## config.mk

```make
export PLATFORM = sky130hd
export DESIGN_NAME = gcd_job_driver
export DESIGN_NICKNAME = d
export VERILOG_FILES = /design/src/rtl/gcd_job_driver.sv
export SDC_FILE = /design/constraint.sdc
export NUM_CORES = 1
export LEC_CHECK = 0
export ABC_AREA = 1
export CORE_ASPECT_RATIO = 2
export CORE_UTILIZATION = 30
export CTS_CLUSTER_SIZE = 24
export DETAILED_ROUTE_END_ITERATION = 6
export GPL_TIMING_DRIVEN = 0
export SLEW_MARGIN = 25
export SYNTH_ARGS = -nofsm -noshare
export SYNTH_HDL_FRONTEND = slang
export SYNTH_SLANG_ARGS = --single-unit
```

## constraint.sdc

```tcl
create_clock -name CLK -period 3.9 [get_ports CLK]
set_input_delay 0.78 -clock CLK [delete_from_list [all_inputs] [get_ports CLK]]
set_output_delay 0.78 -clock CLK [all_outputs]
set_load 0.1 [all_outputs]
```

## src/rtl/gcd_job_driver.sv

```systemverilog
// Operand FIFO plus one-job-at-a-time issue FSM for the subtracting GCD engine,
// with a single-entry result register. Optional watchdog: GCD_DRV_TIMEOUT_EN.
module gcd_job_driver #(
  parameter int DEPTH   = 4,
  parameter int TIMEOUT = 255
) (
  input  logic       CLK,
  input  logic       RST_N,
  input  logic       IN_VALID,
  output logic       IN_READY,
  input  logic [7:0] IN_A,
  input  logic [7:0] IN_B,
  output logic       G_START,
  output logic [7:0] G_A,
  output logic [7:0] G_B,
  input  logic [7:0] G_Y,
  input  logic       G_DONE,
  input  logic       G_ERROR,
  output logic       OUT_VALID,
  input  logic       OUT_READY,
  output logic [7:0] OUT_Y,
  output logic       OUT_ERR,
  output logic       OUT_TIMEOUT,
  output logic       BUSY,
  output logic [7:0] JOB_CNT
);

  localparam int AW = $clog2(DEPTH);
  localparam logic [AW:0] FULL_LVL = (AW+1)'(DEPTH);
  localparam logic [AW:0] PTR_ONE  = (AW+1)'(1);
  localparam logic [7:0]  TMO_LIMIT = 8'(TIMEOUT);

  typedef enum logic [1:0] {S_IDLE, S_ISSUE, S_WAIT} state_t;

  state_t      state_q, state_d;
  logic [AW:0] wr_ptr_q, rd_ptr_q;
  logic [15:0] mem_q [DEPTH];
  logic [AW:0] level, level_d;
  logic        in_ready_q;
  logic [7:0]  g_a_q, g_b_q;
  logic        out_valid_q, out_err_q;
  logic [7:0]  out_y_q;
  logic        busy_q;
  logic [7:0]  job_cnt_q;
  logic        push, pop, load_done, load_tmo, tmo_hit;
  logic [15:0] head;

  assign level   = wr_ptr_q - rd_ptr_q;
  assign push    = IN_VALID & in_ready_q;
  assign head    = mem_q[rd_ptr_q[AW-1:0]];
  assign level_d = level + {{AW{1'b0}}, push} - {{AW{1'b0}}, pop};

`ifdef GCD_DRV_TIMEOUT_EN
  logic [7:0] tmo_cnt_q;
  logic       out_tmo_q;

  // Counter holds the number of WAIT cycles already completed for this job.
  assign tmo_hit     = (tmo_cnt_q + 8'd1) == TMO_LIMIT;
  assign OUT_TIMEOUT = out_tmo_q;

  always_ff @(posedge CLK or negedge RST_N) begin
    if (!RST_N) begin
      tmo_cnt_q <= 8'd0;
      out_tmo_q <= 1'b0;
    end else begin
      if (state_q == S_ISSUE)
        tmo_cnt_q <= 8'd0;
      else if (state_q == S_WAIT)
        tmo_cnt_q <= tmo_cnt_q + 8'd1;
      if (load_done)
        out_tmo_q <= 1'b0;
      else if (load_tmo)
        out_tmo_q <= 1'b1;
    end
  end
`else
  logic unused_timeout;
  assign unused_timeout = ^TMO_LIMIT;
  assign tmo_hit        = 1'b0;
  assign OUT_TIMEOUT    = 1'b0;
`endif

  always_comb begin
    state_d   = state_q;
    pop       = 1'b0;
    load_done = 1'b0;
    load_tmo  = 1'b0;
    case (state_q)
      S_IDLE: begin
        // Only issue when the result slot is free or draining this cycle.
        if ((level != '0) && (!out_valid_q || OUT_READY)) begin
          pop     = 1'b1;
          state_d = S_ISSUE;
        end
      end
      S_ISSUE: state_d = S_WAIT;
      S_WAIT: begin
        if (G_DONE) begin
          load_done = 1'b1;
          state_d   = S_IDLE;
        end else if (tmo_hit) begin
          load_tmo = 1'b1;
          state_d  = S_IDLE;
        end
      end
      default: state_d = S_IDLE;
    endcase
  end

  // FIFO storage carries no reset; occupancy is tracked by the pointers.
  always_ff @(posedge CLK) begin
    if (push)
      mem_q[wr_ptr_q[AW-1:0]] <= {IN_A, IN_B};
  end

  always_ff @(posedge CLK or negedge RST_N) begin
    if (!RST_N) begin
      state_q     <= S_IDLE;
      wr_ptr_q    <= '0;
      rd_ptr_q    <= '0;
      in_ready_q  <= 1'b0;
      g_a_q       <= 8'd0;
      g_b_q       <= 8'd0;
      out_valid_q <= 1'b0;
      out_y_q     <= 8'd0;
      out_err_q   <= 1'b0;
      busy_q      <= 1'b0;
      job_cnt_q   <= 8'd0;
    end else begin
      state_q    <= state_d;
      in_ready_q <= (level_d != FULL_LVL);
      busy_q     <= (state_d != S_IDLE) || (level_d != '0);
      if (push)
        wr_ptr_q <= wr_ptr_q + PTR_ONE;
      if (pop) begin
        rd_ptr_q <= rd_ptr_q + PTR_ONE;
        g_a_q    <= head[15:8];
        g_b_q    <= head[7:0];
      end
      // A reload takes priority over a same-cycle drain.
      if (load_done) begin
        out_valid_q <= 1'b1;
        out_y_q     <= G_Y;
        out_err_q   <= G_ERROR;
      end else if (load_tmo) begin
        out_valid_q <= 1'b1;
        out_y_q     <= 8'd0;
        out_err_q   <= 1'b1;
      end else if (out_valid_q && OUT_READY) begin
        out_valid_q <= 1'b0;
      end
      if (load_done || load_tmo)
        job_cnt_q <= job_cnt_q + 8'd1;
    end
  end

  assign IN_READY  = in_ready_q;
  assign G_START   = (state_q == S_ISSUE);
  assign G_A       = g_a_q;
  assign G_B       = g_b_q;
  assign OUT_VALID = out_valid_q;
  assign OUT_Y     = out_y_q;
  assign OUT_ERR   = out_err_q;
  assign BUSY      = busy_q;
  assign JOB_CNT   = job_cnt_q;

endmodule
```

Yosys cells after proc, flatten, opt, wreduce, memory -nomap -nowiden
Memory sizes are Yosys's and may differ from the RTL's. A register that Yosys moved wholly into a read port is not among the register bits.
Index checks and enable logic that the tools add are counted.
{ "op_classes": {"n_reduce_logical": 11, "mux": 13, "n_bitwise": 1, "add_sub_neg": 6, "n_eq_ne": 3} }
{ "op_table": {"columns": ["operator", "n"], "rows": [
  ["1-bit 2-to-1 mux", 9],
  ["8-bit by 1-bit adder with 8-bit output, second input constant", 1],
  ["8-bit 2-to-1 mux", 1],
  ["3-bit by 1-bit adder with 3-bit output, second input constant", 2],
  ["2-bit case mux with 3 select lines", 1],
  ["3-bit nonzero test", 2],
  ["2-bit 2-to-1 mux", 2],
  ["2-bit nonzero test", 2],
  ["3-bit by 1-bit adder with 3-bit output", 1],
  ["3-bit inequality test, second input constant", 1],
  ["3-bit by 1-bit subtractor with 3-bit output", 1],
  ["3-bit subtractor", 1],
  ["2-bit by 1-bit equality test with 1-bit output, second input constant", 1],
  ["2-bit equality test, second input constant", 1],
  ["1-bit logical AND", 2],
  ["1-bit logical NOT", 2],
  ["2-bit logical NOT", 1],
  ["1-bit logical OR", 2],
  ["1-bit AND", 1]
]} }
{ "totals": {"out_inout_bits": 38, "wordCells": 44, "register_bits": 28, "mem_count": 1, "ram_bits": 64} }
{ "mem_list": {"columns": ["name", "words", "width", "read_ports", "rd_clocked_by_memory_dff", "wr", "line", "text"], "rows": [
  ["mem_q", 4, 16, 1, 1, 1, "37", "logic [15:0] mem_q [DEPTH];"]
]} }

Depth between registers and ports, before layout
{ "logic_depth": {"word_depth": 8, "depth_mapped": 19, "ltp_nobuf": 18} }

Least setup slack after synthesis
OpenSTA, ideal clock, no wires.
{ "synth_timing": {"path_type": "register to register", "startpoint": "register wr_ptr_q[0]", "endpoint": "register busy_q, in the netlist BUSY", "period_less_slack_ps": 3059, "t_arrival_ps": 2932, "slack_ps": 841, "n_path_buf": 1, "stages_incl_launch_ff": 18, "required_time_ps": 3773, "setup_time_ps": 127, "cell_sequence": "dfrtp_1 inv_1 ha_1 fa_1 nand2_1 inv_1 nand2_2 nand2_1 buf_4 inv_1 ha_1 inv_1 ha_1 fa_1 xor2_1 nand3_1 nand2_1 nand3_1"} }
{ "synth_via": {"elab_chain_len": 8, "word_cells_on_any_way": 12} }
{ "synth_rtl": {"columns": ["element", "line", "text"], "rows": [
  ["start, declared", "36", "logic [AW:0] wr_ptr_q, rd_ptr_q;"],
  ["start signal, assigned", "134", "wr_ptr_q <= wr_ptr_q + PTR_ONE;"],
  ["3-bit subtractor", "48", "assign level = wr_ptr_q - rd_ptr_q;"],
  ["3-bit nonzero test", "91", "if ((level != '0) && (!out_valid_q || OUT_READY)) begin"],
  ["1-bit logical AND", "91", null],
  ["1-bit 2-to-1 mux", "91", null],
  ["1-bit 2-to-1 mux", "88", "case (state_q)"],
  ["net pop", "45", "logic push, pop, load_done, load_tmo, tmo_hit;"],
  ["3-bit by 1-bit subtractor with 3-bit output", "51", "assign level_d = level + {{AW{1'b0}}, push} - {{AW{1'b0}}, pop};"],
  ["3-bit nonzero test", "132", "busy_q <= (state_d != S_IDLE) || (level_d != '0);"],
  ["1-bit logical OR", "132", null],
  ["end signal, assigned", "132", null],
  ["end, declared", "43", "logic busy_q;"]
]} }
The timed path passes the listed nets, and every way through them passes these cells.
A chain may end at the register's enable or synchronous reset.

Worst setup path in the final report
Same ends and word-level chain as after synthesis.

==> metrics <==
Die H 175 µm; port bufs 66; vias in the first global route 3105; RSZ-0062 raised after global routing no; endpoints failing hold 0; Initial Util 30.9%; synth warn 0; Max Freq 0.291 GHz; Slew headroom about a third; Post-CTS Resized 0; Antenna diodes 0; deepest clock path buffer count 2; Layout Nets 537; wire per inst 14.2 µm; asr flop ratio synth between 40% and 50%; outcome completed; sequential area share after synthesis 67.4%; final period utilization 88.0%; first-pass GRT wire length about 16000 µm; TritonCTS Sinks around 110; Yosys top cell area share 42.9%; Req. time, crit path 4.13 ns; GRT Total Usage 13.8%; CP endpoint kind flip-flop; total iterations of the first detailed-routing run 4; Clock Pin Slew Worst Setup and Hold Paths 0.08 ns; Area contributors post-synth edfxtp_1, dfrtp_1, nand2_1; gate count of the mapped netlist 414; vias 3058; Slew Limit Fails 0; Cell Area, Synth roughly 0.0045 mm²; GR Overflow Total 0; Num CTS Buffers 9; postcts setup bufs 0; Max-Cap Viols 0; most frequent CP cell inv_1; Clock Root Buffer clkbuf_16; largest net degree at the start of global routing 30; Syn Nets 455; cells along the critical path inv_1 -> ha_1 -> fa_1 -> nand2_1 -> inv_1 -> nand2_2 -> nand2_1 -> buf_4 -> inv_1 -> ha_1 -> inv_1 -> ha_1 -> fa_1 -> xor2_1 -> nand3_1 -> nand2_1 -> nand3_1; final WL 9870 µm; Vias/cell roughly 4.4; Mean Syn Cell Area 10.8 µm²; critical path launch point type flip-flop; Worst Hold Class in -> async; clock skew 0.0109 ns; TNS Setup 0 ns; drt drc 0; Detail Placement HPWL 7400 µm; placed instance count about 680; layout cells sized above 1 just under 9%; Critical Path AT roughly 3.7 ns; H-tree depth 3; number of flops mapped to enable cells by yosys 64; Antenna Violating Nets Remaining 0; measured slew at the worst slew-check pin between 1 and 1.5 ns; most frequent cell after synthesis nand2_1; fill count 1400; flop2flop setup slack 0.47 ns; area grow syn2layout 28.3%; initial antenna violation count 0; Clk Latency, worst-skew pair 0.35 ns; Starting DRT DRC Count 123; Worst Hold Slack around 0.35 ns; # hold bufs at CTS 0; RePlAce Congestion 0.779; Setup violations, final 0; main flop type after synthesis edfxtp_1; Cell Rows 62; Synth cell types 25; Top Ports 68; Layout Cells excl Fill between 600 and 700; CTS tree yes; area leader, netlist edfxtp_1; largest stage delay on the critical path about 0.57 ns; r2r worst-path depth 17; Die W 88.4 µm; worst-path cell with the longest stage delay fa_1; top post-synthesis cells by count nand2_1, nor2_1, edfxtp_1; core outline area 0.0145 mm²; synthesized flop and latch total 108; Crit Path Max Fanout 10; Die ar. 0.0155 mm²; Final min period about 3.4 ns; Crit Path Category reg -> reg
## logic make-up after synthesis
| logic type | Yosys count | share of synthesized area, % |
|---|---|---|
| AO/OA/AOI/OAI | 36 | 4.02 |
| XOR/XNOR | 10 | 1.95 |
| adder cells (fa/ha/maj) | 11 | 3.41 |
| buffers and inverters | 42 | 4.80 |
| flip-flops | 108 | 67.4 |
| other | 1 | 0.0836 |
| AND/OR/NAND/NOR | 206 | 18.3 |
## cell usage in the layout, fill, tap and decap left out, types with 3 or more instances in the layout
| master | n |
|---|---|
| nand2_1 | 97 |
| nor2_1 | 73 |
| clkdlybuf4s50_1 | 65 |
| edfxtp_1 | 64 |
| dfrtp_1 | 44 |
| o21ai_0 | 35 |
| nand3_1 | 28 |
| inv_1 | 23 |
| ha_1 | 9 |
| clkbuf_16 | 9 |
| buf_2 | 7 |
| xor2_1 | 6 |
| buf_4 | 5 |
| buf_6 | 5 |
| nor2_2 | 4 |
| xnor2_1 | 4 |
| inv_8 | 3 |
## final timing paths
kind / from / endpoint
worst max-delay path: wr_ptr_q[0] / BUSY
worst min-delay path: RST_N / G_A[3]
worst max register to register: wr_ptr_q[0] / BUSY
worst min register to register: G_B[7] / G_B[7]
max in group asynchronous: RST_N / G_B[7]
min in group CLK: G_B[7] / G_B[7]
## worst max-delay path, delay by kind of cell, from the launching register on
family | cells | cell delay [ns]
xor+xnor | 1 | 0.22
fa+ha+maj | 5 | 1.65
simple gates | 6 | 0.55
flops | 1 | 0.39
buf+inv | 5 | 0.49
## stage by stage
stage	worst slack [ns]	util (%)	instance area (µm²)
finish	0.466	39.6	5750
detailed placement	0.434	37.6	5450
global placement	0.549	37.1	5380
floorplan	0.841	-	4480
global route	0.138	39.6	5750
CTS	0.410	39.6	5750
## sequential cells by signal (all words and copies together), names as in the netlist
| register | flops |
|---|---|
| mem_q | 64 |
| G_A | 8 |
| G_B | 8 |
| JOB_CNT | 8 |
| OUT_Y | 8 |
| rd_ptr_q | 3 |
| wr_ptr_q | 3 |
| state_q | 2 |
| BUSY | 1 |
| IN_READY | 1 |
| OUT_ERR | 1 |
| OUT_VALID | 1 |
## cell type report
| cell class | instances | area (µm²) | share of cell area (%) |
|---|---|---|---|
| inverter | 24 | 90.1 | 1.57 |
| tap | 192 | 240 | 4.18 |
| timing repair buffer | 71 | 721 | 12.5 |
| buffer | 18 | 125 | 2.18 |
| clock buffer | 9 | 225 | 3.92 |
| clock inverter | 7 | 72.6 | 1.26 |
| sequential | 108 | 3020 | 52.6 |
| multi-input combinational | 264 | 1250 | 21.8 |
## metal layers
| layer | global-route usage, % | wire length [µm] | share of wire [%] | vias up |
|---|---|---|---|---|
| li1 | - | - | - | 1507 |
| met1 | 13.6 | 3580 | 36 | 1476 |
| met2 | 26.5 | 5800 | 59 | 64 |
| met3 | 2.13 | 282 | 2.9 | 11 |
| met4 | 6.65 | 202 | 2.0 | 0 |
| met5 | 0 | 0 | 0 | - |
Power is left out: the tool's default activity adds up to more than one toggle a clock period on the data nets, which glitch-free logic cannot reach.
